### config.mk
export PLATFORM = sky130hd
export DESIGN_NAME = if_fetch_unit
export DESIGN_NICKNAME = d
export VERILOG_FILES = /design/src/rtl/if_fetch_unit.sv
export SDC_FILE = /design/constraint.sdc
export NUM_CORES = 1
export LEC_CHECK = 0
export ABC_AREA = 1
export BUFFER_PORTS_ARGS = -buffer_cell sky130_fd_sc_hd__buf_2
export CAP_MARGIN = 20
export CORE_MARGIN = 2
export CORE_UTILIZATION = 35
export CTS_BUF_LIST = sky130_fd_sc_hd__clkbuf_8
export CTS_CLUSTER_DIAMETER = 80
export CTS_CLUSTER_SIZE = 10
export DETAILED_ROUTE_END_ITERATION = 12
export GPL_TIMING_DRIVEN = 0
export PLACE_DENSITY = 0.48
export SETUP_SLACK_MARGIN = 0.1
export SYNTH_ARGS = -nofsm -noshare
export SYNTH_HDL_FRONTEND = slang
export SYNTH_SLANG_ARGS = --single-unit
### constraint.sdc
create_clock -name clk -period 6.2 [get_ports clk]
set_input_delay 0.62 -clock clk [delete_from_list [all_inputs] [get_ports clk]]
set_output_delay 0.62 -clock clk [all_outputs]
set_load 0.05 [all_outputs]
### src/rtl/if_fetch_unit.sv
// -----------------------------------------------------------------------------
// if_fetch_unit
// Instruction fetch stage. Holds the fetch PC, issues one 32-bit word fetch at
// a time over a req/ack handshake, statically predicts the next PC and buffers
// fetched {pc, inst, pred} entries in an in-order queue for decode. A redirect
// from execute/commit flushes the queue and retargets the PC.
//
// Ports
//   clk, rst        clock (rising edge), synchronous active-high reset
//   rdy             global enable; 0 freezes every register
//   mem_req_o       fetch request, held until mem_ack_i
//   mem_addr_o      fetch address, stable while mem_req_o is high
//   mem_ack_i       one-cycle acknowledge, mem_data_i valid in that cycle
//   mem_data_i      fetched instruction word
//   redirect_i      one-cycle PC correction pulse
//   redirect_pc_i   corrected PC
//   id_stall_i      decode cannot accept an entry this cycle
//   valid_o         head entry valid
//   pc_o, inst_o    head entry PC and instruction
//   jump_enable_o   head entry predicted taken
// -----------------------------------------------------------------------------
module if_fetch_unit #(
    parameter int          QUEUE_DEPTH   = 4,
    parameter logic [31:0] RESET_PC      = 32'h0000_0000,
    parameter bit          PRED_BACKWARD = 1'b1
) (
    input  logic        clk,
    input  logic        rst,
    input  logic        rdy,
    output logic        mem_req_o,
    output logic [31:0] mem_addr_o,
    input  logic        mem_ack_i,
    input  logic [31:0] mem_data_i,
    input  logic        redirect_i,
    input  logic [31:0] redirect_pc_i,
    input  logic        id_stall_i,
    output logic        valid_o,
    output logic [31:0] pc_o,
    output logic [31:0] inst_o,
    output logic        jump_enable_o
);

    localparam int PTR_W = $clog2(QUEUE_DEPTH);
    localparam int CNT_W = PTR_W + 1;

    typedef enum logic [1:0] {
        ST_IDLE    = 2'd0,
        ST_WAIT    = 2'd1,
        ST_DISCARD = 2'd2
    } state_t;

    // Static prediction: returns {pred, next_pc}. JAL always taken, backward
    // conditional branches taken when enabled, everything else falls through.
    function automatic logic [32:0] predict_next(input logic [31:0] pc,
                                                 input logic [31:0] inst);
        logic [31:0] jal_imm;
        logic [31:0] br_imm;
        logic [32:0] res;
        jal_imm = {{12{inst[31]}}, inst[19:12], inst[20], inst[30:21], 1'b0};
        br_imm  = {{20{inst[31]}}, inst[7], inst[30:25], inst[11:8], 1'b0};
        if (inst[6:0] == 7'b1101111) begin
            res = {1'b1, pc + jal_imm};
        end else if ((inst[6:0] == 7'b1100011) && inst[31] && (PRED_BACKWARD != 1'b0)) begin
            res = {1'b1, pc + br_imm};
        end else begin
            res = {1'b0, pc + 32'd4};
        end
        return res;
    endfunction

    state_t             state_r;
    state_t             state_nxt_s;
    logic [31:0]        pc_r;
    logic               mem_req_r;
    logic [31:0]        mem_addr_r;
    logic [PTR_W-1:0]   head_r;
    logic [PTR_W-1:0]   tail_r;
    logic [CNT_W-1:0]   count_r;
    logic [31:0]        q_pc_r   [QUEUE_DEPTH];
    logic [31:0]        q_inst_r [QUEUE_DEPTH];
    logic               q_pred_r [QUEUE_DEPTH];

    logic               issue_s;
    logic               enq_s;
    logic               drop_req_s;
    logic               valid_s;
    logic               deq_s;
    logic [32:0]        pred_s;

    assign pred_s  = predict_next(pc_r, mem_data_i);
    // A redirect hides the head in the same cycle so decode never consumes a
    // wrong-path entry that is about to be flushed.
    assign valid_s = (count_r != {CNT_W{1'b0}}) & ~redirect_i;
    assign deq_s   = valid_s & ~id_stall_i;

    assign valid_o       = valid_s;
    assign pc_o          = q_pc_r[head_r];
    assign inst_o        = q_inst_r[head_r];
    assign jump_enable_o = q_pred_r[head_r];
    assign mem_req_o     = mem_req_r;
    assign mem_addr_o    = mem_addr_r;

    // FSM state register
    always_ff @(posedge clk) begin
        if (rst) begin
            state_r <= ST_IDLE;
        end else if (rdy) begin
            state_r <= state_nxt_s;
        end
    end

    // FSM next state and handshake control
    always_comb begin
        state_nxt_s = state_r;
        issue_s     = 1'b0;
        enq_s       = 1'b0;
        drop_req_s  = 1'b0;
        case (state_r)
            ST_IDLE: begin
                // A slot is reserved at issue time, so the ack can always enqueue.
                if (!redirect_i && (count_r < CNT_W'(QUEUE_DEPTH))) begin
                    issue_s     = 1'b1;
                    state_nxt_s = ST_WAIT;
                end else begin
                    state_nxt_s = ST_IDLE;
                end
            end
            ST_WAIT: begin
                if (redirect_i) begin
                    if (mem_ack_i) begin
                        drop_req_s  = 1'b1;
                        state_nxt_s = ST_IDLE;
                    end else begin
                        state_nxt_s = ST_DISCARD;
                    end
                end else if (mem_ack_i) begin
                    enq_s       = 1'b1;
                    drop_req_s  = 1'b1;
                    state_nxt_s = ST_IDLE;
                end else begin
                    state_nxt_s = ST_WAIT;
                end
            end
            ST_DISCARD: begin
                // The stale fetch must still complete before a new one is issued.
                if (mem_ack_i) begin
                    drop_req_s  = 1'b1;
                    state_nxt_s = ST_IDLE;
                end else begin
                    state_nxt_s = ST_DISCARD;
                end
            end
            default: begin
                state_nxt_s = ST_IDLE;
            end
        endcase
    end

    // PC, request outputs and queue pointers
    always_ff @(posedge clk) begin
        if (rst) begin
            pc_r       <= RESET_PC;
            mem_req_r  <= 1'b0;
            mem_addr_r <= 32'h0000_0000;
            head_r     <= {PTR_W{1'b0}};
            tail_r     <= {PTR_W{1'b0}};
            count_r    <= {CNT_W{1'b0}};
        end else if (rdy) begin
            if (redirect_i) begin
                pc_r    <= redirect_pc_i;
                head_r  <= {PTR_W{1'b0}};
                tail_r  <= {PTR_W{1'b0}};
                count_r <= {CNT_W{1'b0}};
            end else begin
                if (enq_s) begin
                    pc_r   <= pred_s[31:0];
                    tail_r <= tail_r + PTR_W'(1);
                end
                if (deq_s) begin
                    head_r <= head_r + PTR_W'(1);
                end
                case ({enq_s, deq_s})
                    2'b10:   count_r <= count_r + CNT_W'(1);
                    2'b01:   count_r <= count_r - CNT_W'(1);
                    default: count_r <= count_r;
                endcase
            end
            if (issue_s) begin
                mem_req_r  <= 1'b1;
                mem_addr_r <= pc_r;
            end else if (drop_req_s) begin
                mem_req_r  <= 1'b0;
            end
        end
    end

    // Queue storage; contents are only meaningful below count_r
    always_ff @(posedge clk) begin
        if (rdy && enq_s) begin
            q_pc_r[tail_r]   <= pc_r;
            q_inst_r[tail_r] <= mem_data_i;
            q_pred_r[tail_r] <= pred_s[32];
        end
    end

endmodule

# ---- Yosys cells after proc, flatten, opt, wreduce, memory -nomap -nowiden
# Memories as Yosys holds them, arrays and structs flattened. A register that Yosys moved wholly into a read port is not among the register bits.
# Cells that the tools add are included.
dict set report totals {
  inputBits 70
  memories 3
  wordCells 75
  ff_bits 74
  ram_bits 260
  rom_bits 0
  output_inout_bits 99
  latch_bits 0
}
# memory depth word_bits read_ports rd_ports_with_merged_regs write_ports line_no
set memory_table {}
lappend memory_table {q_inst_r 4 32 1 1 1 80} ;# logic [31:0] q_inst_r [QUEUE_DEPTH];
lappend memory_table {q_pc_r 4 32 1 1 1 79} ;# logic [31:0] q_pc_r [QUEUE_DEPTH];
lappend memory_table {q_pred_r 4 1 1 1 1 81} ;# logic q_pred_r [QUEUE_DEPTH];
dict set report classes {
  n_reduce_logical 16
  order_cmp 1
  n_eq_ne 6
  div 0
  mux 31
  n_addsub 7
  n_shift 0
  n_bitwise 4
  n_mul 0
}
# operator count
set ops {}
lappend ops {{$mux W33} 2}
lappend ops {{$add A32 B32 Y32} 2}
lappend ops {{$mux W32} 2}
lappend ops {{$add A32 B3 Y32 const B} 1}
lappend ops {{$mux W2} 12}
lappend ops {{$eq A7 B7 Y1 const B} 2}
lappend ops {{$mux W1} 12}
lappend ops {{$reduce_and A2 Y1} 5}
lappend ops {{$pmux W2 S3} 1}
lappend ops {{$pmux W3 S2} 1}
lappend ops {{$reduce_bool A2 Y1} 3}
lappend ops {{$reduce_bool A3 Y1} 2}
lappend ops {{$add A2 B1 Y2 const B} 2}
lappend ops {{$eq A2 B1 Y1 const B} 2}
lappend ops {{$eq A2 B2 Y1 const B} 2}
lappend ops {{$add A3 B1 Y3 const B} 1}
lappend ops {{$logic_and A1 B1 Y1} 3}
lappend ops {{$lt A3 B3 Y1 const B} 1}
lappend ops {{$mux W3} 1}
lappend ops {{$sub A3 B1 Y3 const B} 1}
lappend ops {{$and A1 B1 Y1} 2}
lappend ops {{$logic_not A2 Y1} 1}
lappend ops {{$not A1 Y1} 2}
lappend ops {{$reduce_or A2 Y1} 1}
lappend ops {{$logic_not A1 Y1} 1}

# ---- Longest topological paths before layout
# Gate-level depths: netlist of run 1.
dict set report logic_depth {
  word_depth 7
  mapped_depth 17
  depth_no_buf 17
}

# ---- Worst setup path before layout of run 1
# No wires, ideal clock.
dict set report synth_path {
  path_kind {input -> register}
  from {input port rdy}
  to {memory q_inst_r[0][0] (enable)}
  arrival_time_ns 3.943
  setup_ns 0.488
  setup_slack_ns 1.768
  path_buffers 1
  path_stages 5
  t_required_ns 5.712
  path_cell_list {clkbuf_1 nand2_1 nor2_1 inv_1 nor2_1}
}
dict set report synth_between {
  elab_chain_len 3
}
# element line_no
set synth_lines {}
lappend synth_lines {{from (decl)} 29} ;# input logic rdy,
lappend synth_lines {{$logic_and A1 B1 Y1} 199} ;# if (rdy && enq_s) begin
lappend synth_lines {{$mux W1} 199}
lappend synth_lines {{$mux W1 (implied by the code)} 201} ;# q_inst_r[tail_r] <= mem_data_i;
lappend synth_lines {{to (decl)} 80}
# Every way passes these cells.

==> results of run 1 <==
-- registers in the layout, summed over array words and instances, names as in the netlist, named ones only --
signal / cells
state_r: 2
q_inst_r: 128
pc_r: 32
head_r: 2
tail_r: 2
count_r: 3
q_pred_r: 4
mem_req_o: 1
q_pc_r: 128
mem_addr_o: 32
-- kinds of logic after synthesis --
group	share of synthesized area, %
AND/OR/NAND/NOR	20.7
AO/OA/AOI/OAI	15.2
flip-flops	52.4
buffers and inverters	6.60
adder cells (fa/ha/maj)	3.99
XOR/XNOR	1.13
-- how the worst max path moves through the flow --
stage                     start               to  slack (ns)  depth (start not counted)
after floorplan             rdy   q_inst_r[0][0]        1.77                          5
after global placement      rdy  q_inst_r[3][19]       -1.07                          5
after detailed placement   flop          pc_o[0]        2.67                          7
after CTS                  flop          pc_o[0]        1.97                          7
after global routing       flop          pc_o[0]        1.88                          7
final                      flop          pc_o[0]        2.09                          7
-- cells in the final DEF, fill, tap and decap left out, drive strengths merged, types with 52 or more instances in the layout --
cell | synthesis | routed
a21oi | 161 | 161
nand2 | 451 | 451
ha | 52 | 52
o22ai | 67 | 67
edfxtp | 260 | 260
nand3 | 90 | 90
clkbuf | 67 | 108
o21ai | 252 | 252
nor2 | 285 | 285
inv | 220 | 240
buf | 18 | 193
dfxtp | 76 | 76
-- per-layer routing --
layer | vias up | GRT usage (%)
met4 | 0 | 7.55
li1 | 7565 | -
met2 | 452 | 40.9
met5 | - | 0
met3 | 86 | 3.08
met1 | 7508 | 32.7
-- report_power, final --
| group | total (W) | internal [W] | switching [W] | leakage, nW |
|---|---|---|---|---|
| sequential | 0.00253 | 0.00245 | 0.0000776 | 3.00 |
| combinational | 0.000641 | 0.000177 | 0.000464 | 4.95 |
| clock | 0.00142 | 0.000613 | 0.000803 | 0.409 |
| total | 0.00459 | 0.00324 | 0.00134 | 8.36 |
-- layout make-up --
type	count	area, um2	share of cell area (%)
plain buffers	85	339	1.66
flip-flops and latches	336	9330	45.8
clock buffers	41	564	2.77
multi-input cells	1460	7330	36.0
inverters	222	837	4.11
clock inverters	24	105	0.516
well taps	672	841	4.13
repair buffers	175	1020	5.00
diodes	1	2.50	0.0123
-- per-stage QoR --
| stage | setup TNS, ns | util [%] |
|---|---|---|
| global route | 0 | 40.6 |
| finish | 0 | 40.6 |
| detailed placement | 0 | 39.3 |
| global placement | -237.65 | 38.8 |
| floorplan | 0 | - |
| CTS | 0 | 40.6 |
==> metrics.md, run 1 <==
| Metric | Value |
|---|---|
| DP Worst Slack | `2.67 ns` |
| Buf/Inv on CP | `5` |
| WL final | `65.3 mm` |
| Largest stage delay on the critical path | `0.60 ns` |
| # port buffers | `166` |
| PostCTS Resize Cnt | `0` |
| EDFF count, synth | `260` |
| GPL Wtd Cong | `0.953` |
| Ys Warns | `0` |
| Post-Syn Nets | `2,228` |
| Main synth FF type | `edfxtp_1` |
| Clock slew at reported path FFs | `0.08 ns` |
| CP Data Arrival Time | `3.49 ns` |
| Count leader, synth | `nand2_1` |
| FP Rows | `82` |
| Synth area leaders | `edfxtp_1 44%, nand2_1 9.3%, dfxtp_1 8.5%` |
| Top post-synthesis cells by count | `439 x nand2_1, 273 x nor2_1, 260 x edfxtp_1` |
| Fill cell count | `5,161` |
| Placed instance count | `2,950` |
| Residual DRC | `0` |
| Peak supply drop | `0.000115 V` |
| CTS Buffer Depth | `3` |
| Final worst slack | `2.09 ns` |
| Status | `finished, final reports clean` |
| Layout cell share with drive strength beyond 1 | `12.7%` |
| Slowest cell on the critical path | `buf_1` |
| Clk_lat worst skew | `0.61 ns` |
| Largest net degree at the start of global routing | `28` |
| Crit-path cells | `clkbuf_1, inv_1, clkbuf_1, buf_1, nor2_1, o22ai_1, buf_2` |
| Mapped Area | `17,800 um2` |
| Drt via density | `5.18` |
| WS Path Type | `reg2out` |
| Reg-to-reg endpoint | `pc_r[31]` |
| Tcrit/Tclk final | `66.3%` |
| Reg2Reg Launch Point | `pc_r[1]` |
| Finished Cell Area | `20,400 um2` |
| R2r setup slk | `3.00 ns` |
| GRT Overall Usage | `24.3%` |
| Hold path startpoint | `mem_data_i[5]` |
| Clock root cell | `clkbuf_8` |
| H-tree Lvls | `2` |
| Final worst path period need | `4.11 ns` |
| Critical Path Sink Type | `output port` |
| Met3 wire len | `3.60 mm` |
| Top Layer Used | `met4` |
| Synth cell types | `52` |
| Initial core utilization | `35.5%` |
| Pwr Density | `225 nW/um2` |
| Dpl hpwl | `49.4 mm` |
| Critical Path RT | `5.58 ns` |
| CP top delay family | `buffers and inverters` |
| DRT met1 WL | `28.7 mm` |
| F_max | `243 MHz` |
| Worst Hold Depth | `1` |
| Cells after Synth | `2,103` |
| RSZ-0062 raised after global routing | `false` |
| CTS buffer count | `40` |
| Hold WC Path Type | `in2reg` |
| Tot Pwr | `0.00459 W` |
| CP Launch Type | `flop` |
| Initial antenna violation count | `7` |
| #FFs+latches synth | `336` |
| Cell accounting for the most synthesized area | `edfxtp_1` |
| Routed Antenna Nets | `0` |
| Drt first pass iters | `5` |
| Post-synth ARST share | `0%` |
| Mean post-synth cell area | `8.47 um2` |
| Reg2reg path depth | `15` |
| Core ar. | `50,200 um2` |
| Top fanout value on the critical path | `10` |
| Area growth syn-to-layout | `14.4%` |
| Final Skew | `0.0387 ns` |
| Max-Cap Viols | `0` |
| Die area | `52,700 um2` |
| Top cell type's share of synthesized area | `43.8%` |
| Slew Limit Headroom | `42.6%` |
| DRT iter0 DRCs | `1,256` |
| Final Max Slew Viols | `0` |
| CP most frequent cell | `clkbuf_1` |
| Vias in the first global route | `14,685` |
| Post-CTS setup buffers | `0` |
| # hold bufs at CTS | `0` |
| Post-Place Cell Area | `19,700 um2` |
| Die height | `230 um` |
| Final hold violations | `0` |
| First-pass GRT wire length | `95.3 mm` |
| Avg WL per Cell | `21.7 um` |
| Leakage | `8.36 nW` |
| Min Hold Slack | `0.258 ns` |
| Sequential fraction of the synthesis area | `52.4%` |
| Met2 WL | `31.3 mm` |
| I/O pin count | `169` |
| Post-Layout Cell Count | `3,016` |
| Via Count | `15,611` |
| Die width | `230 um` |
| CTS tree | `built` |
| Nets@finish | `2,445` |
| Hold endpoint | `q_inst_r[3][5]` |
| GRT overflow | `0` |
| # setup viols final | `0` |
| Worst slew pin tran | `0.860 ns` |
| Clk sinks | `336` |
(Power assumes the default switching activity.)
==> run 2: changes to the inputs <==
Settings changed: ABC_AREA 1 to 0, PLACE_DENSITY 0.48 to 0.5.
Clock period 6.2 ns to 3.3 ns, I/O delays scaled along.
==> metrics.md, run 2 <==
| Metric | Value |
|---|---|
| Area growth syn-to-layout | `19.0%` |
| Top fanout value on the critical path | `12 (+2)` |
| Main synth FF type | `edfxtp_1` |
| Top cell type's share of synthesized area | `48.0% (+4.1 points)` |
| Clock root cell | `clkbuf_8` |
| Peak supply drop | `0.000202 V (+76%)` |
| #FFs+latches synth | `336 (unchanged)` |
| Nets@finish | `1,677 (-31%)` |
| Final Util | `41.9% (+1.3 points)` |
| Commonest non-fill, non-tap cells in the layout | `260 x edfxtp_1, 173 x buf_2, 134 x nand2_1` |
| Post-Layout Cell Count | `2,183 (-28%)` |
| Slowest cell on the critical path | `dfxtp_2` |
| Sequential fraction of the synthesis area | `57.3% (+5.0 points)` |
| Core ar. | `46,300 um2 (-7.8%)` |
| Via Count | `12,080 (-23%)` |
| Drt first pass iters | `5 (unchanged)` |
| Final Skew | `0.0415 ns (+0.00282 ns)` |
| CTS tree | `built` |
| Mapped Area | `16,300 um2 (-8.6%)` |
| CP Data Arrival Time | `3.65 ns (+0.16 ns)` |
| Slew Limit Headroom | `37.1% (-5.5 points)` |
| Leading cell type in the layout, fill and taps excluded | `edfxtp_1` |
| Tcrit/Tclk final | `95.8%` |
| DRT iter0 DRCs | `1,066 (-15%)` |
| Die area | `48,200 um2 (-8.5%)` |
| Die height | `220 um (-4.3%)` |
| Post-Syn Nets | `1,422 (-36%)` |
| Placed instance count | `2,077 (-30%)` |
| WS Path Type | `reg2reg` |
| Hold WC Path Type | `in2reg` |
| Mean post-synth cell area | `12.5 um2 (+48%)` |
| Layout cell share with drive strength beyond 1 | `23.6% (+11 points)` |
| Largest stage delay on the critical path | `0.48 ns (-0.12 ns)` |
| Multi-input gate area | `6720 um2 (-8.3%)` |
| Residual DRC | `0 (unchanged)` |
| F_max | `316 MHz` |
| First-pass GRT wire length | `75.5 mm (-21%)` |
| GPL Wtd Cong | `0.883 (-7.3%)` |
| H-tree Lvls | `2 (unchanged)` |
| Final Max Slew Viols | `0 (unchanged)` |
| Clk_lat worst skew | `0.62 ns (about the same)` |
| Count leader, synth | `edfxtp_1` |
| # setup viols final | `0 (unchanged)` |
| # port buffers | `167 (+0.60%)` |
| Vias in the first global route | `11,932 (-19%)` |
| Die width | `220 um (-4.3%)` |
| WL final | `51.0 mm (-22%)` |
| Worst slew pin tran | `0.944 ns (+0.0839 ns)` |
| Initial core utilization | `35.2% (-0.32 points)` |
| CTS Buffer Depth | `3 (unchanged)` |
| Dpl hpwl | `36.5 mm (-26%)` |
| Register area | `9370 um2 (+0.43%)` |
| Fill cell count | `4,410 (-15%)` |
| Top post-synthesis cells by count | `260 x edfxtp_1, 134 x nand2_1, 107 x a21oi_1` |
| RSZ-0062 raised after global routing | `true` |
| I/O pin count | `169 (unchanged)` |
| Critical Path RT | `3.79 ns (-1.79 ns)` |
| Synth area leaders | `edfxtp_1 48%, dfxtp_1 9.4%, mux4_2 9.0%` |
| Clock slew at reported path FFs | `0.08 ns (about the same)` |
| Biggest regs | `q_inst_r: 128 flops, q_pc_r: 128 flops` |
| Leakage | `6.79 nW (-19%)` |
| Drt via density | `5.53 (+6.9%)` |
| Tot Pwr | `0.00867 W (+89%)` |
| CP Launch Type | `flop` |
| Final worst path period need | `3.16 ns` |
| CTS buffer count | `42 (+5.0%)` |
| Clk sinks | `336 (unchanged)` |
| Cell accounting for the most synthesized area | `edfxtp_1` |
| Max-Cap Viols | `0 (unchanged)` |
| Finished Cell Area | `19,400 um2 (-4.9%)` |
| Initial antenna violation count | `3 (-4)` |
| Avg WL per Cell | `23.4 um (+7.9%)` |
| Final hold violations | `0 (unchanged)` |
| Post-synth ARST share | `0% (unchanged)` |
| Status | `finished, final reports clean` |
| Synth cell types | `74 (+42%)` |
| Post-Place Cell Area | `18,000 um2 (-8.5%)` |
| Routed Antenna Nets | `0 (unchanged)` |
| GRT overflow | `0 (unchanged)` |
| FP Rows | `79 (-3.7%)` |
| Largest net degree at the start of global routing | `54 (+93%)` |
| Cells after Synth | `1,297 (-38%)` |
| Setup_tns | `0 ns (unchanged)` |
| EDFF count, synth | `260 (unchanged)` |
| Pwr Density | `447 nW/um2 (+99%)` |
| Crit-path cells | `ha_1, clkbuf_1, and3_1, a221oi_2, o21bai_1, a31oi_2, nor3b_1, o21ai_0, o311ai_2, mux2i_1, a21oi_1` |
| GRT Overall Usage | `21.1% (-3.2 points)` |
| Critical Path Sink Type | `flop` |
| Ys Warns | `0 (unchanged)` |
## run 2: cell types whose count changed after synthesis, moves of 19 or more
cell,before,now
nand2_1,439,134
nor2_1,273,72
o21ai_0,235,40
inv_1,213,27
mux4_2,0,65
o22ai_1,67,3
nand3_1,84,31
a21oi_1,154,107
a211oi_1,1,32
a21o_1,2,21
## run 2: power breakdown
part	total [W]	internal, W	switching [W]
combinational	0.00103	0.000366	0.000665
clock	0.00294	0.00137	0.00157
sequential	0.00469	0.00459	0.000100
total	0.00867	0.00634	0.00233
## run 2: cells by family after synthesis
group	synth area share (%)
and+or+nand+nor	10.8
adders and majority gates	4.37
AOI/OAI and AO/OA	13.0
buffers and inverters	2.31
DFF	57.3
muxes	9.55
xor gates and xnor gates	2.58
## run 2: what timing repair did
| item | 4_1_cts | 5_1_grt |
|---|---|---|
| hold endpoints to repair | 128 | 0 |
| hold buffers | 35 | 0 |
| setup endpoints to repair | 68 | 28 |
| buffers inserted | 2 | 3 |
| pin swaps | 6 | 13 |
| gates resized for setup | 47 | 28 |
## run 2: layout make-up
type                       instances  area share (%)
clock inverter                    23           0.853
timing repair buffer             213            7.00
antenna                            2          0.0258
inverter                          27           0.523
tap                              607            3.92
buffer                            70            1.53
clock buffer                      43            3.06
multi-input combinational        862            34.7
sequential                       336            48.4
## run 2: stage by stage
step / worst slack [ns] / hold slack, ns
floorplan: 0.446 / 0.429
global placement: -1.35 / 0.444
detailed placement: -0.471 / 0.446
CTS: 0.108 / 0.0257
global route: -0.0141 / 0.0522
finish: 0.139 / 0.0630
## run 2: per-layer routing
metal | vias up | global-route usage, % | routed length (um)
met5 | - | 0 | 0
met4 | 0 | 4.92 | 934
met3 | 57 | 3.48 | 2570
met2 | 365 | 35.8 | 25000
met1 | 6115 | 28.4 | 22500
li1 | 5543 | - | -
## run 2: worst paths after layout
kind	slack, ns	from	endpoint	depth (start not counted)
setup / recovery	0.14	pc_r[27]	pc_r[31]	11
hold / removal	0.06	redirect_pc_i[14]	pc_r[14]	3
setup reg to reg	0.14	pc_r[27]	pc_r[31]	11
hold reg to reg	0.46	mem_addr_o[31]	mem_addr_o[31]	2
## run 2: critical path: cells and delay by family, from the launching register on
kind / cells / cell delay, ns
multiplexers: 1 / 0.24
flip-flops: 1 / 0.48
adder cells (fa/ha/maj): 1 / 0.28
AND/OR/NAND/NOR: 2 / 0.56
AO/OA/AOI/OAI: 6 / 1.24
buffers and inverters: 1 / 0.23
==> run 3: changes to the inputs <==
Settings changed: CELL_PAD_IN_SITES_DETAIL_PLACEMENT set to 1, CELL_PAD_IN_SITES_GLOBAL_PLACEMENT set to 2, PLACE_DENSITY 0.5 to 0.69.
==> metrics.md, run 3 (same netlist as run 2, synthesis figures left out) <==
| Metric | Value |
|---|---|
| Status | `finished, final reports clean` |
| Clk_lat worst skew | `0.61 ns (about the same)` |
| Reg-to-reg endpoint | `pc_r[31]` |
| CTS buffer count | `42 (unchanged)` |
| Dpl hpwl | `38.9 mm (+6.5%)` |
| Clk sinks | `336 (unchanged)` |
| RSZ-0062 raised after global routing | `true` |
| I/O pin count | `169 (unchanged)` |
| Placed instance count | `2,077 (unchanged)` |
| Critical Path RT | `3.76 ns (-0.03 ns)` |
| First-pass GRT wire length | `80.2 mm (+6.3%)` |
| WS Path Type | `reg2reg` |
| Residual DRC | `0 (unchanged)` |
| Setup_tns | `0 ns (unchanged)` |
| Power share of the combinational group | `12.5% (+0.6 points)` |
| CTS Buffer Depth | `3 (unchanged)` |
| Internal cell power | `0.00621 W (-2.0%)` |
| Slew Limit Headroom | `25.2% (-12 points)` |
| Nets@finish | `1,688 (+0.66%)` |
| R2r setup slk | `0.14 ns (about the same)` |
| CP Data Arrival Time | `3.62 ns (-0.03 ns)` |
| Top fanout value on the critical path | `11 (-1)` |
| Commonest non-fill, non-tap cells in the layout | `260 x edfxtp_1, 173 x buf_2, 134 x nand2_1` |
| Die width | `220 um (unchanged)` |
| GPL Wtd Cong | `0.862 (-2.4%)` |
| Biggest regs | `q_inst_r: 128 flops, q_pc_r: 128 flops` |
| Reg2Reg Launch Point | `pc_r[6]` |
| Vias in the first global route | `12,606 (+5.6%)` |
| Die height | `220 um (unchanged)` |
| Final Skew | `0.0428 ns (+0.00124 ns)` |
| Initial antenna violation count | `0 (-3)` |
| Tot Pwr | `0.00856 W (-1.2%)` |
| Leading cell type in the layout, fill and taps excluded | `edfxtp_1` |
| CTS tree | `built` |
| Area growth syn-to-layout | `19.6%` |
| Final Util | `42.0% (+0.18 points)` |
| Sequential share of power | `54.7% (+0.5 points)` |
| GRT overflow | `0 (unchanged)` |
| Antenna cells | `0 (-2)` |
| Clock slew at reported path FFs | `0.08 ns (about the same)` |
| Hold WC Path Type | `in2reg` |
| Final worst path period need | `3.16 ns (+0.00134 ns)` |
| DRT iter0 DRCs | `694 (-35%)` |
| Core ar. | `46,300 um2 (unchanged)` |
| FP Rows | `79 (unchanged)` |
| # setup viols final | `0 (unchanged)` |
| Tcrit/Tclk final | `95.8% (about the same)` |
| Die area | `48,200 um2 (unchanged)` |
| Post-Layout Cell Count | `2,191 (+0.37%)` |
| Via Count | `12,137 (+0.47%)` |
| CP Launch Type | `flop` |
| Drt first pass iters | `5 (unchanged)` |
| F_max | `316 MHz (about the same)` |
| Reported net switching power | `0.00235 W (+0.98%)` |
| Final hold violations | `0 (unchanged)` |
| Worst slew pin tran | `1.11 ns (+0.170 ns)` |
| H-tree Lvls | `2 (unchanged)` |
| Max-Cap Viols | `0 (unchanged)` |
| Origin of the worst setup path | `pc_r[6]` |
| # port buffers | `167 (unchanged)` |
| Clock root cell | `clkbuf_8` |
| Net Sw Frac | `27.5% (+0.59 points)` |
| End point of the critical path | `pc_r[31]` |
| Critical Path Sink Type | `flop` |
| Final worst slack | `0.138 ns (-0.00134 ns)` |
| Routed Antenna Nets | `0 (unchanged)` |
| Reg2reg path depth | `11 (unchanged)` |
| Pwr Density | `440 nW/um2 (-1.6%)` |
| Initial core utilization | `35.2% (unchanged)` |
| GRT Overall Usage | `22.4% (+1.3 points)` |
| WL final | `54.0 mm (+5.8%)` |
| Drt via density | `5.54 (+0.11%)` |
| Avg WL per Cell | `24.6 um (+5.4%)` |
| Largest net degree at the start of global routing | `54 (unchanged)` |
| Layout cell share with drive strength beyond 1 | `24.9% (+1.4 points)` |
| Final Max Slew Viols | `0 (unchanged)` |
| Leakage | `6.82 nW (+0.40%)` |
| Peak supply drop | `0.000275 V (+36%)` |
| DP Worst Slack | `-0.632 ns (-0.160 ns)` |
| Clk pwr share | `32.7% (-1.2 points)` |
run 3: how the worst min path moves through the flow:
stage,startpoint,cells after the start,end
after global placement,mem_addr_o[30],2,mem_addr_o[30]
after CTS,mem_data_i[21],1,q_inst_r[2][21]
final,mem_data_i[21],1,q_inst_r[2][21]
after floorplan,mem_data_i[0],0,q_inst_r[0][0]
after global routing,mem_data_i[28],1,q_inst_r[3][28]
after detailed placement,mem_addr_o[29],2,mem_addr_o[29]
run 3: area by class of cell:
type,count,area [um2]
Buffer,69,294
Clock buffer,44,606
Clock inverter,21,104
Fill cell,5010,26800
Inverter,27,101
Multi-Input combinational cell,862,6770
Sequential cell,336,9380
Tap cell,607,759
Timing Repair Buffer,225,1430
run 3: repair_timing:
action	in CTS	in global routing
hold buffers	31	0
pin swaps	8	17
setup buffers	8	13
endpoints found under the setup margin	68	24
endpoints found under the hold margin	118	0
gates resized for setup	60	34
run 3: power by group through the flow:
stage               sequential (W)  combinational, W  clock [W]
finish                     0.00469           0.00107    0.00280
global route               0.00469           0.00117    0.00307
CTS                        0.00469           0.00103    0.00290
detailed placement         0.00479          0.000976          0
global placement           0.00478          0.000965          0
floorplan                  0.00477          0.000603          0
run 3: routing by layer:
| metal | up-vias | global-route usage [%] | part of all wire, % |
|---|---|---|---|
| li1 | 5578 | - | - |
| met1 | 6198 | 30.3 | 45 |
| met2 | 268 | 36.6 | 47 |
| met3 | 93 | 3.95 | 4.5 |
| met4 | 0 | 7.45 | 3.0 |
| met5 | - | 0 | 0 |
run 3: metrics by stage:
step | instance area (um2) | hold slack [ns]
after CTS | 19200 | 0.0169
after floorplan | 16300 | 0.429
after global placement | 17900 | 0.447
after detailed placement | 18000 | 0.453
final | 19500 | 0.0543
after global routing | 19500 | 0.0242
run 3: worst max-delay path: stages (launching register included):
cell and delay (ns):
dfxtp_2 0.42, ha_1 0.46, o211a_1 0.19, o31a_1 0.21, o21ai_2 0.12, a21o_1 0.23
o31a_1 0.37, buf_4 0.16, o21a_1 0.21, o311ai_4 0.30, mux2i_1 0.25, a21oi_1 0.08
